==> src/rtl/display_scheduler_pkg.sv <==
// Shared definitions for the display scheduler: FSM states and display codes.
package display_scheduler_pkg;

  typedef enum logic [1:0] {
    S_TRAFFIC = 2'd0,
    S_ROLL    = 2'd1,
    S_SHOW    = 2'd2
  } state_e;

  localparam logic [2:0] DISP_ERR = 3'b111;

  function automatic logic dice_invalid(input logic [2:0] v);
    return (v == 3'b000) || (v == 3'b111);
  endfunction

endpackage

==> src/rtl/display_scheduler_tick_divider.sv <==
// Free-running prescaler that emits a registered one-cycle tick per DIV enabled cycles.
module tick_divider #(
  parameter int unsigned DIV = 4
) (
  input  logic clk,
  input  logic rst,
  input  logic en,
  output logic tick
);

  localparam int unsigned CW = (DIV > 1) ? $clog2(DIV) : 1;

  logic [CW-1:0] cnt_q;
  logic          tick_q;
  logic          wrap;

  assign wrap = (cnt_q == CW'(DIV - 1));

  // Count is held, not cleared, while en is low so the phase survives pauses.
  always_ff @(posedge clk) begin
    if (rst) begin
      cnt_q  <= '0;
      tick_q <= 1'b0;
    end else begin
      tick_q <= en && wrap;
      if (en) cnt_q <= wrap ? '0 : cnt_q + CW'(1);
    end
  end

  assign tick = tick_q;

endmodule

==> src/rtl/display_scheduler.sv <==
// Shares the 3-bit result display between traffic lights (default) and the dice (roll + timed hold).
module display_scheduler
  import display_scheduler_pkg::*;
#(
  parameter int unsigned TL_DIV      = 4,
  parameter int unsigned HOLD_CYCLES = 8,
  parameter int unsigned MIN_ROLL    = 2
) (
  input  logic       clk,
  input  logic       rst,
  input  logic       button,
  input  logic [2:0] dice_value,
  input  logic [2:0] lights,
  output logic       dice_roll,
  output logic       tl_tick,
  output logic       sel,
  output logic [2:0] result
);

  localparam int unsigned RW = $clog2(MIN_ROLL + 1);
  localparam int unsigned HW = (HOLD_CYCLES > 1) ? $clog2(HOLD_CYCLES) : 1;

  state_e        state_q;
  logic          button_q;
  logic          sel_q, dice_roll_q;
  logic [RW-1:0] roll_cnt_q, roll_cnt_d;
  logic [HW-1:0] hold_cnt_q;
  logic [2:0]    result_q, result_d;
  logic          press, roll_done, hold_last, div_en;

  assign press = button & ~button_q;

  // Incremented count includes the current cycle, so a tap rolls exactly MIN_ROLL cycles.
  assign roll_cnt_d = (roll_cnt_q == RW'(MIN_ROLL)) ? roll_cnt_q : roll_cnt_q + RW'(1);
  assign roll_done  = (roll_cnt_d >= RW'(MIN_ROLL));
  assign hold_last  = (hold_cnt_q == HW'(HOLD_CYCLES - 1));

  // Freeze on the press edge too, so no tick can coincide with sel rising.
  assign div_en = (state_q == S_TRAFFIC) && !press;

  tick_divider #(.DIV(TL_DIV)) u_tl_div (
    .clk  (clk),
    .rst  (rst),
    .en   (div_en),
    .tick (tl_tick)
  );

  always_comb begin
    result_d = lights;
    if (sel_q) begin
      result_d = dice_value;
      if (state_q == S_SHOW && dice_invalid(dice_value)) result_d = DISP_ERR;
    end
  end

  always_ff @(posedge clk) begin
    if (rst) begin
      state_q     <= S_TRAFFIC;
      button_q    <= 1'b0;
      sel_q       <= 1'b0;
      dice_roll_q <= 1'b0;
      roll_cnt_q  <= '0;
      hold_cnt_q  <= '0;
      result_q    <= '0;
    end else begin
      button_q <= button;
      result_q <= result_d;
      case (state_q)
        S_TRAFFIC: begin
          if (press) begin
            state_q     <= S_ROLL;
            sel_q       <= 1'b1;
            dice_roll_q <= 1'b1;
            roll_cnt_q  <= '0;
            hold_cnt_q  <= '0;
          end
        end
        S_ROLL: begin
          roll_cnt_q <= roll_cnt_d;
          if (!button && roll_done) begin
            state_q     <= S_SHOW;
            dice_roll_q <= 1'b0;
            hold_cnt_q  <= '0;
          end
        end
        S_SHOW: begin
          if (press) begin
            state_q     <= S_ROLL;
            dice_roll_q <= 1'b1;
            roll_cnt_q  <= '0;
            hold_cnt_q  <= '0;
          end else if (hold_last) begin
            state_q    <= S_TRAFFIC;
            sel_q      <= 1'b0;
            hold_cnt_q <= '0;
          end else begin
            hold_cnt_q <= hold_cnt_q + HW'(1);
          end
        end
        default: begin
          state_q     <= S_TRAFFIC;
          sel_q       <= 1'b0;
          dice_roll_q <= 1'b0;
          roll_cnt_q  <= '0;
          hold_cnt_q  <= '0;
        end
      endcase
    end
  end

  assign sel       = sel_q;
  assign dice_roll = dice_roll_q;
  assign result    = result_q;

endmodule

==> config.mk <==
export PLATFORM = sky130hd
export DESIGN_NAME = display_scheduler
export DESIGN_NICKNAME = d
export VERILOG_FILES = /design/src/rtl/display_scheduler_pkg.sv /design/src/rtl/display_scheduler_tick_divider.sv /design/src/rtl/display_scheduler.sv
export SDC_FILE = /design/constraint.sdc
export NUM_CORES = 1
export LEC_CHECK = 0
export ABC_AREA = 1
export BUFFER_PORTS_ARGS = -buffer_cell sky130_fd_sc_hd__buf_4
export CELL_PAD_IN_SITES_DETAIL_PLACEMENT = 1
export CELL_PAD_IN_SITES_GLOBAL_PLACEMENT = 1
export CORE_MARGIN = 8
export CORE_UTILIZATION = 40
export DETAILED_ROUTE_END_ITERATION = 10
export PLACE_DENSITY_LB_ADDON = 0.1
export SYNTH_ARGS = -nofsm -noshare
export SYNTH_HDL_FRONTEND = slang
export SYNTH_SLANG_ARGS = --single-unit
export TNS_END_PERCENT = 1
==> constraint.sdc <==
create_clock -name clk -period 3.51 [get_ports clk]
set_input_delay 0.1755 -clock clk [delete_from_list [all_inputs] [get_ports clk]]
set_output_delay 0.1755 -clock clk [all_outputs]
set_load 0.05 [all_outputs]
# After elaboration in Yosys (flattened, before gate mapping)

Index checks and enable logic that the tools add are counted.

Register bits: 16
Word-level logic and storage cells: 64

Add/sub/neg operators: 3
Order comparisons: 1
Equal/unequal tests: 12
Muxes and demuxes: 22
Bitwise logic cells: 3
Reduce and logical (&&, ||, !) cells: 14

Operators by type and width:

| kind                | number |
|---|---|
| $mux 3              | 6 |
| $mux 2              | 7 |
| $pmux 3 s3          | 1 |
| $ne 2x2->1 const B  | 4 |
| $eq 2x2->1 const B  | 3 |
| $eq 3x3->1 const B  | 2 |
| $pmux 2 s3          | 1 |
| $add 2x1->2 const B | 2 |
| $logic_and 1x1->1   | 4 |
| $mux 1              | 4 |
| $pmux 2 s2          | 1 |
| $reduce_and 2->1    | 2 |
| $reduce_and 4->1    | 1 |
| $add 3x1->3 const B | 1 |
| $logic_not 3->1     | 1 |
| $ne 3x3->1 const B  | 1 |
| $pmux 1 s3          | 1 |
| $reduce_and 3->1    | 1 |
| $eq 2x1->1 const B  | 1 |
| $ge 2x2->1 const B  | 1 |
| $logic_not 1->1     | 2 |
| $logic_not 2->1     | 1 |
| $ne 2x1->1 const B  | 1 |
| $not 1->1           | 2 |
| other kinds (4)     | 4 |

# Longest topological paths before layout

Depth in word-level cells: 6
Depth in mapped cells: 8
Depth with buffers taken out: 8

# Cells and area by module

From an unflattened synthesis, not the netlist that was laid out.

Cell total of the unflattened synthesis: 102
Area, all modules: 762.0 um2

Modules (own cells, without submodules):

| module            | times used | cells an instance | area an instance (um2) | sequential area each (um2) |
|---|---|---|---|---|
| display_scheduler | 1          | 86                | 631.9                  | 260.2 |
| tick_divider      | 1          | 16                | 130.1                  | 60.1 |

# Worst setup path after synthesis

OpenSTA, ideal clock, no wires.

Kind: reg2reg
From: reg roll_cnt_q[0]
To: reg hold_cnt_q[0]
Setup time: 0.111 ns
Data arrival time: 1.013 ns
Required time: 3.399 ns
Setup slack: 2.385 ns
Stages on the path, launching flop included: 9
Buffers on the path: 0
Period minus slack after synthesis: 1.125 ns
Cells stage by stage: dfxtp_1 inv_1 ha_1 nand2_1 nand2_4 nand2_4 nand2_1 nand2_1 nor2_1

Word-level cells in the longest chain between the ends: 6
Elaborated cells between the ends (all ways): 7
Those cells by class: add/sub: 1; order compare: 1; eq/ne: 2; mux: 1; reduce/logical: 2

Ends and longest elaborated chain:

| what                                      | RTL line                | RTL |
|---|---|---|
| start, declared                           | display_scheduler.sv:26 | `logic [RW-1:0] roll_cnt_q, roll_cnt_d;` |
| start signal, assigned                    | display_scheduler.sv:79 | `roll_cnt_q <= roll_cnt_d;` |
| $add 2x1->2 or $eq 2x2->1 (tied branches) | display_scheduler.sv:34 | `assign roll_cnt_d = (roll_cnt_q == RW'(MIN_ROLL)) ? roll_cnt_q : roll_cnt_q + RW'(1);` |
| $mux 2 (*)                                | display_scheduler.sv:34 |  |
| $ge 2x2->1 (*)                            | display_scheduler.sv:35 | `assign roll_done = (roll_cnt_d >= RW'(MIN_ROLL));` |
| $logic_and 1x1->1 (*)                     | display_scheduler.sv:80 | `if (!button && roll_done) begin` |
| $ne 2x2->1 (no source line) (*)           | --                      |  |
| $reduce_and 2->1 (no source line) (*)     | --                      |  |
| end signal, assigned                      | display_scheduler.sv:97 | `hold_cnt_q <= hold_cnt_q + HW'(1);` |
| end, declared                             | display_scheduler.sv:27 | `logic [HW-1:0] hold_cnt_q;` |

Mark *: on every way between the ends. The rest lies on a longest branch, timed or not.
A chain may end at the register's enable or synchronous reset.

# Final worst setup path

Same ends and word-level chain as after synthesis.

==> tab_implementation.tex <==
\begin{tabular}{lr}
\hline
Metric & Value \\
\hline
\multicolumn{2}{l}{\textbf{Status}} \\
Status & complete, no violations \\
\multicolumn{2}{l}{\textbf{Drt}} \\
Via count normalized by instance count & approximately 4.6 \\
Total met3 wirelength after detailed routing & a little under 100 um \\
M1 wire length & roughly 730 um \\
Average wire per cell in the routed design & around 11 um \\
Top sig layer & met4 \\
Routed wire length & $\sim$1600 um \\
Final routed DRC violation total & 0 \\
Initial drt markers & 4 \\
Remaining antenna violation count after routing & 0 \\
DR vias & 651 \\
DR pass1 iterations & 4 \\
Wire length on met2 & about 770 um \\
\multicolumn{2}{l}{\textbf{CTS}} \\
CTS hold repair buffers & 0 \\
Total number of H-tree levels & 1 \\
Clock-pin slew on the worst setup and hold paths & 0.10 ns \\
Largest buffer count on any clock path & 2 \\
Post-CTS setup-driven buffer insertion count & 0 \\
Worst-Skew Late Latency & $\sim$0.28 ns \\
Post-CTS sizing & 0 \\
TritonCTS clock tree & done \\
Root buffer selected by CTS & clkbuf\_4 \\
CTS sink cnt & 16 \\
Clock buffer count from CTS & 3 \\
\multicolumn{2}{l}{\textbf{Yosys}} \\
Net Count, Synth & 114 \\
Synth warn & 0 \\
Area fraction in compound gates after synthesis & 11.9\% \\
Synthesized area & 754 um\^{}2 \\
Combinational family with the most area after synthesis & simple AND/OR/NAND/NOR gates \\
Simple logic cell fraction of the synthesized area & 30.2\% \\
Proportion of synthesized area in mux cells & 0\% \\
XOR/XNOR share of the synthesized area & 0\% \\
Number of synthesized register bits & 16 \\
Post-Syn Instances & 100 \\
Post-synthesis average cell area & $\sim$7.5 um\^{}2 \\
Post-synth cell types & 17 \\
Sequential share of the synthesized area & 42.5\% \\
Adder-cell share of the synthesized area & $\sim$8.3\% \\
\multicolumn{2}{l}{\textbf{Die}} \\
Area of the die & $\sim$3500 um\^{}2 \\
Initial Util & between 40\% and 50\% \\
Die height & between 50 and 60 um \\
Standard-cell rows & 15 \\
Top-level I/O count & 15 \\
Die span in x & about 59 um \\
Core box area & about 1700 um\^{}2 \\
\multicolumn{2}{l}{\textbf{Pwr}} \\
VDD IR-drop max & 0.227 mV \\
LEAKAGE & 0.432 nW \\
Overall power consumption & around 0.45 mW \\
Power per unit of standard cell area & just under 500 nW/um\^{}2 \\
\multicolumn{2}{l}{\textbf{Place}} \\
IO Port Bufs & 14 \\
GPL Wtd Cong & 0.712 \\
Half-perimeter wire length of the detailed placement result & $\sim$1300 um \\
Number of cells in the design after placement & $\sim$140 \\
\multicolumn{2}{l}{\textbf{Timing}} \\
Final hold violation count & 0 \\
Shortest period the worst path allows & $\sim$1.2 ns \\
Max-slew headroom & 85.1\% \\
Count of final setup violators & 0 \\
Fmax & approximately 830 MHz \\
Tightest Pin Transition & approximately 0.22 ns \\
Number of max-slew violations in the final report & 0 \\
Tightest hold margin & approximately 0.12 ns \\
Clock skew & 0.00820 ns \\
Setup TNS after final layout & 0 ns \\
Setup repair after global routing missed its margin & no \\
Final period utilization & roughly 34\% \\
\multicolumn{2}{l}{\textbf{Layout}} \\
Share of the core filled with cells & a little over half \\
Number of diodes added for antenna fixing & 0 \\
Number of cells in the finished layout apart from fillers & $\sim$140 \\
Fraction of layout cells with a size suffix above 1 & $\sim$25\% \\
Net count of the finished layout & between 100 and 150 \\
Area Growth Syn to Fin & 22.2\% \\
\multicolumn{2}{l}{\textbf{Setup path}} \\
Slack of the worst reg-to-reg path & 2.31 ns \\
Required @ worst endpoint & 3.69 ns \\
Setup Crit Path Kind & flip-flop to flip-flop \\
Crit-path max FO & 5 \\
Category of the worst setup path capture point & flip-flop \\
Endpoint of the worst register-to-register path & hold\_cnt\_q[0] \\
Worst r2r src & roll\_cnt\_q[0] \\
Critical path arrival & approximately 1.4 ns \\
Type of element launching the critical path & flip-flop \\
Register-to-Register Path Depth & 8 \\
\multicolumn{2}{l}{\textbf{Worst hold path}} \\
Hold Path Cell Cnt & 2 \\
Source of the worst hold timing path & rst \\
Endpoint, Worst Hold & hold\_cnt\_q[2] \\
Path type of the worst min-delay path & input port to flip-flop \\
\multicolumn{2}{l}{\textbf{Global route}} \\
Number of global-route vias before repair & between 600 and 700 \\
Antenna violations before repair & 0 \\
Overall global routing resource usage & 10.4\% \\
Global-route wire length before repair & between 2000 and 3000 um \\
Total global routing overflow & 0 \\
Largest net degree at the start of global routing & 11 \\
\multicolumn{2}{l}{\textbf{Flow run}} \\
Max-cap viol count & 0 \\
\hline
\end{tabular}
==> cell type report <==
cell class | instances | area [um^2]
sequential | 16 | 320
timing repair buffer | 14 | 105
tap | 25 | 31.3
fill | 230 | 823
multi-input combinational | 70 | 380
clock buffer | 4 | 36.3
inverter | 13 | 48.8
==> layer usage <==
metal,vias to the layer above,track usage (%)
met5,-,0
met1,291,11.0
met2,9,16.8
met4,0,6.14
met3,2,4.34
li1,349,-
==> per-stage QoR <==
step | instance area (um^2) | setup slack (ns)
5_1_grt | 922 | 2.23
2_1_floorplan | 754 | 2.39
3_3_place_gp | 886 | 2.35
3_5_place_dp | 886 | 2.32
6_report | 922 | 2.31
4_1_cts | 922 | 2.30
==> cells by family after synthesis <==
kind of cell | after synthesis
buffers and inverters | 14
AND/OR/NAND/NOR | 49
adder cells (fa/ha/maj) | 5
AO/OA/AOI/OAI | 16
flip-flops | 16
==> registers in the layout (all words and copies together) (netlist names) <==
name,cells
hold_cnt_q,3
result,3
roll_cnt_q,2
state_q,2
u_tl_div.cnt_q,2
button_q,1
dice_roll,1
sel,1
u_tl_div.tick,1
==> power breakdown <==
group	internal [mW]	switching, mW	leakage, nW
Sequential	0.199	0.0123	0.132
Combinational	0.0401	0.0757	0.279
Clock	0.0631	0.0576	0.0210
==> worst max-delay path by stage <==
stage	cells after the start	startpoint	endpoint
floorplan	8	roll_cnt_q[0]	hold_cnt_q[0]
global placement	8	roll_cnt_q[0]	hold_cnt_q[0]
detailed placement	8	roll_cnt_q[0]	hold_cnt_q[0]
CTS	8	roll_cnt_q[0]	hold_cnt_q[0]
global route	8	roll_cnt_q[1]	hold_cnt_q[0]
finish	8	roll_cnt_q[0]	hold_cnt_q[0]
==> cell usage after synthesis, drive strengths merged <==
library cell | instances | share of area [%]
ha | 5 | 8.3
o21ai | 5 | 3.3
nor2 | 19 | 11
o21bai | 1 | 1.0
nand3 | 5 | 3.3
dfxtp | 16 | 42
inv | 13 | 6.5
nand2 | 23 | 14
a21oi | 10 | 7.6
buf | 1 | 0.66
nand4 | 2 | 1.7
==> critical path, stage by stage, from the launching register on <==
cell and delay (ns):
dfxtp_1 0.34, inv_1 0.05, ha_1 0.30, nand2_1 0.11, nand2_4 0.07, nand2_4 0.09, nand2_1 0.05, nand2_1 0.05
nor2_1 0.04
==> cells in the final DEF, fill, tap and decap left out, types with 2 or more instances in the layout <==
cell type	Yosys	final
nor2_1	17	17
nand2_1	18	18
nand3_1	5	5
nand2_4	2	2
a21oi_1	8	8
buf_4	0	14
inv_2	2	2
o21ai_0	5	5
clkbuf_4	0	3
ha_1	5	5
nand4_1	2	2
a21oi_2	2	2
nand2_2	3	3
dfxtp_1	16	16
inv_1	11	11
No activity file was read; power rests on OpenSTA's default activity.
